<file path="config.mk">
export PLATFORM = sky130hd
export DESIGN_NAME = cam_capture_flat
export DESIGN_NICKNAME = d
export VERILOG_FILES = /design/src/rtl/cam_pkg.sv /design/src/rtl/cam_capture_if.sv /design/src/rtl/cam_sync_edge.sv /design/src/rtl/cam_capture.sv /design/src/flat_wrapper.sv
export SDC_FILE = /design/constraint.sdc
export NUM_CORES = 1
export LEC_CHECK = 0
export BUFFER_PORTS_ARGS = -buffer_cell sky130_fd_sc_hd__buf_2
export CORE_MARGIN = 1.5
export CORE_UTILIZATION = 56
export DETAILED_ROUTE_END_ITERATION = 16
export GPL_TIMING_DRIVEN = 0
export HOLD_SLACK_MARGIN = 0.05
export PLACE_DENSITY_LB_ADDON = 0.3
export RECOVER_POWER = 50
export SLEW_MARGIN = 20
export SYNTH_ARGS = -nofsm -noshare
export SYNTH_HDL_FRONTEND = slang
export SYNTH_HIERARCHICAL = 1
export SYNTH_SLANG_ARGS = --single-unit
</file>
<file path="constraint.sdc">
create_clock -name clk -period 2.5 [get_ports clk]
set_input_delay 0.5 -clock clk [delete_from_list [all_inputs] [get_ports clk]]
set_output_delay 0.5 -clock clk [all_outputs]
set_load 0.03 [all_outputs]
</file>
<file path="src/rtl/cam_pkg.sv">
// cam_pkg: shared constants and types for the camera capture block.
//   FRAME_PIXELS / LINE_PIXELS / LINE_COUNT : QQVGA frame geometry.
//   ADDR_W                                  : frame-buffer address width.
//   RED / GREEN / BLUE                      : RGB332 colour constants.
//   cam_state_t                             : capture FSM state encoding.
//   pattern_pixel()                         : colour-bar generator, only when
//                                             CAM_TESTPATTERN_EN is defined.
package cam_pkg;

   localparam int FRAME_PIXELS = 19200;
   localparam int LINE_PIXELS  = 160;
   localparam int LINE_COUNT   = 120;
   localparam int ADDR_W       = 15;

   localparam logic [7:0] RED   = 8'hE0;
   localparam logic [7:0] GREEN = 8'h1C;
   localparam logic [7:0] BLUE  = 8'h03;

   typedef enum logic [2:0] {
      IDLE    = 3'd0,
      WAIT_VS = 3'd1,
      WAIT_FS = 3'd2,
      BYTE_HI = 3'd3,
      BYTE_LO = 3'd4,
      FINISH  = 3'd5
   } cam_state_t;

`ifdef CAM_TESTPATTERN_EN
   // Three vertical bars of roughly equal width across each 160-pixel line.
   localparam int PAT_GREEN_COL = 53;
   localparam int PAT_BLUE_COL  = 106;

   function automatic logic [7:0] pattern_pixel(input logic [ADDR_W-1:0] addr);
      logic [ADDR_W-1:0] col;
      col = addr % ADDR_W'(LINE_PIXELS);
      if (col < ADDR_W'(PAT_GREEN_COL))
         return RED;
      else if (col < ADDR_W'(PAT_BLUE_COL))
         return GREEN;
      return BLUE;
   endfunction
`endif

endpackage

</file>
<file path="src/rtl/cam_capture_if.sv">
// cam_capture_if: camera pins, start request and frame-buffer write port.
//   init                         : start request (level, sampled each clk).
//   cam_pclk/cam_vsync/cam_href  : raw camera timing, asynchronous to clk.
//   cam_data[7:0]                : RGB565 byte, high byte first.
//   mem_addr/mem_data/mem_we     : frame-buffer write port.
//   done/frame_err               : end-of-capture pulse and sticky short-frame flag.
// Handshake: mem_we is a one-cycle strobe that qualifies mem_addr and
// mem_data in that same cycle. There is no ready/backpressure; the frame
// buffer must accept every strobed write. done is a one-cycle pulse and
// frame_err is valid whenever done is high.
// Modports: slave = capture block, master = camera/buffer side.
interface cam_capture_if;
   import cam_pkg::*;

   logic              init;
   logic              cam_pclk;
   logic              cam_vsync;
   logic              cam_href;
   logic [7:0]        cam_data;
   logic [ADDR_W-1:0] mem_addr;
   logic [7:0]        mem_data;
   logic              mem_we;
   logic              done;
   logic              frame_err;

   modport slave (
      input  init, cam_pclk, cam_vsync, cam_href, cam_data,
      output mem_addr, mem_data, mem_we, done, frame_err
   );

   modport master (
      output init, cam_pclk, cam_vsync, cam_href, cam_data,
      input  mem_addr, mem_data, mem_we, done, frame_err
   );

endinterface

</file>
<file path="src/rtl/cam_sync_edge.sv">
// cam_sync_edge: STAGES-deep synchronizer for one asynchronous bit with
// rise/fall detection on the synchronized level.
//   clk, rst (async, active-low)
//   din  : asynchronous input
//   lvl  : synchronized level
//   rise : one-cycle pulse when lvl goes 0->1
//   fall : one-cycle pulse when lvl goes 1->0
module cam_sync_edge #(
   parameter int STAGES = 2
) (
   input  logic clk,
   input  logic rst,
   input  logic din,
   output logic lvl,
   output logic rise,
   output logic fall
);

   logic [STAGES-1:0] sync_q;
   logic              prev_q;

   // The cast drops the oldest bit, so this works for any STAGES >= 1.
   always_ff @(posedge clk or negedge rst) begin
      if (!rst) begin
         sync_q <= '0;
         prev_q <= 1'b0;
      end else begin
         sync_q <= STAGES'({sync_q, din});
         prev_q <= sync_q[STAGES-1];
      end
   end

   assign lvl  = sync_q[STAGES-1];
   assign rise = lvl & ~prev_q;
   assign fall = ~lvl & prev_q;

endmodule

</file>
<file path="src/rtl/cam_capture.sv">
// cam_capture: captures one RGB565 frame from a parallel camera, converts
// each pixel to RGB332 and writes it to a frame buffer, then pulses done.
//   clk        : system clock (rising edge)
//   rst        : asynchronous active-low reset
//   bus        : cam_capture_if.slave (init, camera pins, write port, done, frame_err)
//   fsm_state  : current capture state, for observation
// Build option: CAM_TESTPATTERN_EN replaces camera colour with vertical
// colour bars while keeping the camera's pixel timing.
module cam_capture #(
   parameter int FRAME_PIXELS = cam_pkg::FRAME_PIXELS,
   parameter int SYNC_STAGES  = 2
) (
   input  logic                clk,
   input  logic                rst,
   cam_capture_if.slave        bus,
   output cam_pkg::cam_state_t fsm_state
);
   import cam_pkg::*;

   // Camera input synchronization
   logic pclk_lvl, pclk_rise, pclk_fall;
   logic vs_lvl, vs_rise, vs_fall;
   logic href_lvl, href_rise, href_fall;
   logic unused_sync;

   cam_sync_edge #(.STAGES(SYNC_STAGES)) u_pclk_sync (
      .clk(clk), .rst(rst), .din(bus.cam_pclk),
      .lvl(pclk_lvl), .rise(pclk_rise), .fall(pclk_fall));
   cam_sync_edge #(.STAGES(SYNC_STAGES)) u_vsync_sync (
      .clk(clk), .rst(rst), .din(bus.cam_vsync),
      .lvl(vs_lvl), .rise(vs_rise), .fall(vs_fall));
   cam_sync_edge #(.STAGES(SYNC_STAGES)) u_href_sync (
      .clk(clk), .rst(rst), .din(bus.cam_href),
      .lvl(href_lvl), .rise(href_rise), .fall(href_fall));

   assign unused_sync = &{1'b0, pclk_lvl, pclk_fall, href_rise, href_fall};

   // Data goes through the same depth as pclk so the byte lines up with
   // the detected pclk rising edge.
   logic [7:0] data_sync_q [SYNC_STAGES];
   logic [7:0] byte_s;

   always_ff @(posedge clk or negedge rst) begin
      if (!rst) begin
         for (int i = 0; i < SYNC_STAGES; i++) data_sync_q[i] <= '0;
      end else begin
         data_sync_q[0] <= bus.cam_data;
         for (int i = 1; i < SYNC_STAGES; i++) data_sync_q[i] <= data_sync_q[i-1];
      end
   end

   assign byte_s = data_sync_q[SYNC_STAGES-1];

   // Capture FSM
   cam_state_t        state_q, state_d;
   logic [ADDR_W-1:0] cnt_q, cnt_d;
   logic [2:0]        r_q, r_d, g_q, g_d;
   logic [ADDR_W-1:0] addr_q, addr_d;
   logic [7:0]        data_q, data_d;
   logic              we_q, we_d, done_q, done_d, err_q, err_d;

   always_ff @(posedge clk or negedge rst) begin
      if (!rst) begin
         state_q <= IDLE;
         cnt_q   <= '0;
         r_q     <= '0;
         g_q     <= '0;
         addr_q  <= '0;
         data_q  <= '0;
         we_q    <= 1'b0;
         done_q  <= 1'b0;
         err_q   <= 1'b0;
      end else begin
         state_q <= state_d;
         cnt_q   <= cnt_d;
         r_q     <= r_d;
         g_q     <= g_d;
         addr_q  <= addr_d;
         data_q  <= data_d;
         we_q    <= we_d;
         done_q  <= done_d;
         err_q   <= err_d;
      end
   end

   always_comb begin
      state_d = state_q;
      cnt_d   = cnt_q;
      r_d     = r_q;
      g_d     = g_q;
      addr_d  = addr_q;
      data_d  = data_q;
      we_d    = 1'b0;
      done_d  = 1'b0;
      err_d   = err_q;
      case (state_q)
         IDLE: begin
            if (bus.init) begin
               state_d = WAIT_VS;
               err_d   = 1'b0;
            end
         end
         WAIT_VS: begin
            if (vs_lvl) state_d = WAIT_FS;
         end
         WAIT_FS: begin
            if (vs_fall) begin
               state_d = BYTE_HI;
               cnt_d   = '0;
            end
         end
         BYTE_HI: begin
            // The count is always below FRAME_PIXELS here: reaching it leaves
            // for FINISH, so a vsync rise in a byte state is always short.
            if (vs_rise) begin
               err_d   = 1'b1;
               state_d = FINISH;
            end else if (pclk_rise && href_lvl) begin
               r_d     = byte_s[7:5];
               g_d     = byte_s[2:0];
               state_d = BYTE_LO;
            end
         end
         BYTE_LO: begin
            if (vs_rise) begin
               err_d   = 1'b1;
               state_d = FINISH;
            end else if (!href_lvl) begin
               // Line ended after an odd high byte: drop it, no write.
               state_d = BYTE_HI;
            end else if (pclk_rise) begin
               we_d   = 1'b1;
               addr_d = cnt_q;
`ifdef CAM_TESTPATTERN_EN
               data_d = pattern_pixel(cnt_q);
`else
               data_d = {r_q, g_q, byte_s[4:3]};
`endif
               cnt_d  = cnt_q + ADDR_W'(1);
               if (cnt_q == ADDR_W'(FRAME_PIXELS - 1)) state_d = FINISH;
               else                                    state_d = BYTE_HI;
            end
         end
         FINISH: begin
            done_d  = 1'b1;
            state_d = IDLE;
         end
         default: state_d = IDLE;
      endcase
   end

   assign bus.mem_addr  = addr_q;
   assign bus.mem_data  = data_q;
   assign bus.mem_we    = we_q;
   assign bus.done      = done_q;
   assign bus.frame_err = err_q;
   assign fsm_state     = state_q;

endmodule

</file>
<file path="src/flat_wrapper.sv">
// flat-port wrapper written by rule: the top's interface ports become plain ports
module cam_capture_flat import cam_pkg::*;
#(
   parameter int FRAME_PIXELS = cam_pkg::FRAME_PIXELS,
   parameter int SYNC_STAGES  = 2
)
  (clk, rst, fsm_state, bus_init, bus_cam_pclk, bus_cam_vsync, bus_cam_href, bus_cam_data, bus_mem_addr, bus_mem_data, bus_mem_we, bus_done, bus_frame_err);
  cam_capture_if bus_i ();
  input  logic clk;
  input  logic rst;
  output cam_pkg::cam_state_t fsm_state;
  input wire logic [$bits(bus_i.init)-1:0] bus_init;
  input wire logic [$bits(bus_i.cam_pclk)-1:0] bus_cam_pclk;
  input wire logic [$bits(bus_i.cam_vsync)-1:0] bus_cam_vsync;
  input wire logic [$bits(bus_i.cam_href)-1:0] bus_cam_href;
  input wire logic [$bits(bus_i.cam_data)-1:0] bus_cam_data;
  output wire logic [$bits(bus_i.mem_addr)-1:0] bus_mem_addr;
  output wire logic [$bits(bus_i.mem_data)-1:0] bus_mem_data;
  output wire logic [$bits(bus_i.mem_we)-1:0] bus_mem_we;
  output wire logic [$bits(bus_i.done)-1:0] bus_done;
  output wire logic [$bits(bus_i.frame_err)-1:0] bus_frame_err;
  assign bus_i.init = bus_init;
  assign bus_i.cam_pclk = bus_cam_pclk;
  assign bus_i.cam_vsync = bus_cam_vsync;
  assign bus_i.cam_href = bus_cam_href;
  assign bus_i.cam_data = bus_cam_data;
  assign bus_mem_addr = bus_i.mem_addr;
  assign bus_mem_data = bus_i.mem_data;
  assign bus_mem_we = bus_i.mem_we;
  assign bus_done = bus_i.done;
  assign bus_frame_err = bus_i.frame_err;
  cam_capture #(.FRAME_PIXELS(FRAME_PIXELS), .SYNC_STAGES(SYNC_STAGES)) u_core (.clk(clk), .rst(rst), .bus(bus_i), .fsm_state(fsm_state));
endmodule
</file>
==> metrics.yaml <==
clock_tree:
  ctsHoldBuffers: 0
  cts_tree: "yes"
  htree_levels: 3
  cts_setup_buffers: 0
  clockBufferDepth: 2
  clk_latency_ns: 0.34
  cts-resized-gates: 0
  cts-root-buf: "clkbuf_8"
  numCtsBuffers: 9
  cts_sinks: 74
  clkTransAtPathRegs_ns: 0.08
floorplan:
  io_pins: 43
  chipHeight_um: 75.5
  initial_core_util_pct: 57.9
  row_count: 26
  die_w_um: 75.5
  die_area_um2: 5690
  core-area_um2: 5070
routing:
  drt_iter0_markers: 118
  routedWlPerCell_um: 14.7
  firstDrtPassIters: 4
  wl_met1_um: 2270
  ant_nets: 0
  vias: 1943
  drt_wl_total_um: 5080
  dr_wl_met3_um: 230
  viasPerCell: 5.62
  remaining_drc_errors: 0
  routed.top_layer: "met4"
  met2_length_um: 2450
yosys:
  syn_inst: 218
  synth.net_count: 233
  synth.cell_area_um2: 2940
  avgSynthCellArea_um2: 13.5
  yosysWarnings: 6
placed_design:
  pre_cts_ws_ns: 0.403
  place_hpwl_um: 3420
  io_buffers: 42
  place.gp.congestion: 0.811
  postPlaceCellArea_um2: 3260
pwr:
  p_seq_share_pct: 47.4
  p_switching_uw: 816
  p_clk_share_pct: 33.6
  power_uw: 2930
  pwr-share-comb_pct: 18.9
  swShare_pct: 27.9
  power_leakage_uw: 0.00170
  p_per_area_nw_per_um2: 843
  intPower_uw: 2110
  ir_drop_mv: 0.517
final_layout:
  final_cell_area_um2: 3470
  nFillCells: 391
  diodes: 0
  area_growth_pct: 18.1
  nets: 287
  drive_above_1_share_pct: 37.3
min_path:
  hp-class: "in -> reg"
run_status:
  status: "finished, violations left"
  violations: "max-capacitance violations, max-slew violations"
critical_path:
  worstPathRequired_ns: 2.72
  cp_max_fo: 10
  crit_path_start_kind: "flip-flop"
  ff2ff_path_depth: 8
  crit_type: "reg -> reg"
  worstSetupStartpoint: "u_core/u_vsync_sync/sync_q[1]"
  arrival_ns: 2.36
  cp-end-kind: "flip-flop"
  worstReg2RegEnd: "u_core/cnt_q[3]"
  r2r_start: "u_core/u_vsync_sync/sync_q[1]"
  r2r_slack_ns: 0.35
  setup.worst_path.end: "u_core/cnt_q[3]"
timing:
  drv_slew: 37
  rsz0062_at_grt: "false"
  tns_ns: 0
  whs_ns: 0.256
  fmax_mhz: 466
  tightest_slew_ns: 1.93
  fin_crit_sh_pct: 85.9
  setup_violations: 0
  skew_ns: 0.00653
  hold_viol_final: 0
  fin_ws_ns: 0.354
  post-route-min-period_ns: 2.15
  slew_headroom_pct: -29.0
grt:
  antenna_found_initial: 0
  grt_pass1_vias: 1770
  grt_pass1_wl_um: 8220
  grt_max_degree: 39
  grt_overflow: 0
  grt.total_usage_pct: 20.1
run:
  max-cap-violations: 1
[worst max-delay path, stage by stage (launching register included)]
cell       delay [ns]
dfrtp_1          0.42
nor2b_1          0.16
buf_6            0.14
nand4bb_1        0.17
a211o_1          0.43
buf_6            0.19
buf_2            0.18
o21ai_0          0.23
o41ai_2          0.11
[placed cells by master, fill, tap and decap left out, types with 5 or more instances in the layout]
cell type,instances
buf_2,45
dfrtp_1,74
nor2_1,5
o21ai_0,10
clkbuf_8,9
nand2_1,11
or4_1,7
or3_1,7
a21oi_1,11
mux2_2,28
[sequential cells by signal (all words and copies together) (netlist names)]
register / count
u_core/byte_s: 8
u_core/bus.mem_data: 8
u_core/cnt_q: 15
u_core/u_href_sync/sync_q: 2
u_core/bus.frame_err: 1
u_core/bus.mem_we: 1
u_core/u_pclk_sync/sync_q: 2
u_core/u_vsync_sync/prev_q: 1
u_core/bus.done: 1
u_core/g_q: 3
u_core/data_sync_q: 8
u_core/bus.mem_addr: 15
u_core/fsm_state: 3
u_core/r_q: 3
u_core/u_vsync_sync/sync_q: 2
u_core/u_pclk_sync/prev_q: 1
[per-stage QoR]
step | util, % | std cells
2_1_floorplan | - | 218
3_3_place_gp | 63.8 | 330
3_5_place_dp | 64.3 | 331
4_1_cts | 68.5 | 346
5_1_grt | 68.4 | 346
6_report | 68.4 | 346
[power groups by stage]
stage,Clock [µW],Combinational (µW),Sequential (µW)
finish,985,554,1390
global route,1070,607,1400
floorplan,0,301,1500
detailed placement,0,557,1410
CTS,1010,560,1390
global placement,0,543,1400
[metal layers]
| metal | vias to the layer above | track usage, % |
|---|---|---|
| met5 | - | 0 |
| met4 | 0 | 11.1 |
| met3 | 12 | 5.16 |
| met2 | 56 | 29.9 |
| met1 | 970 | 27.1 |
| li1 | 905 | - |
[layout make-up]
type / count / area (µm²) / area share [%]
clock buffers: 9 / 124 / 3.57
inverters: 4 / 15.0 / 0.432
flip-flops and latches: 74 / 1850 / 53.3
clock inverters: 6 / 92.6 / 2.67
well taps: 70 / 87.6 / 2.52
plain buffers: 11 / 87.6 / 2.52
multi-input cells: 129 / 986 / 28.4
repair buffers: 43 / 229 / 6.59
[how the worst min path moves through the flow]
stage | from | to | slack [ns] | cells after the start
3_5_place_dp | u_core/data_sync_q[15] | u_core/byte_s[7] | 0.34 | 0
6_report | bus_cam_data[4] | u_core/data_sync_q[12] | 0.26 | 1
2_1_floorplan | rst | u_core/bus.done | 0.20 | 0
5_1_grt | bus_cam_data[4] | u_core/data_sync_q[12] | 0.24 | 1
3_3_place_gp | u_core/data_sync_q[13] | u_core/byte_s[5] | 0.33 | 0
4_1_cts | rst | u_core/bus.done | 0.12 | 1
(Power assumes the default switching activity.)
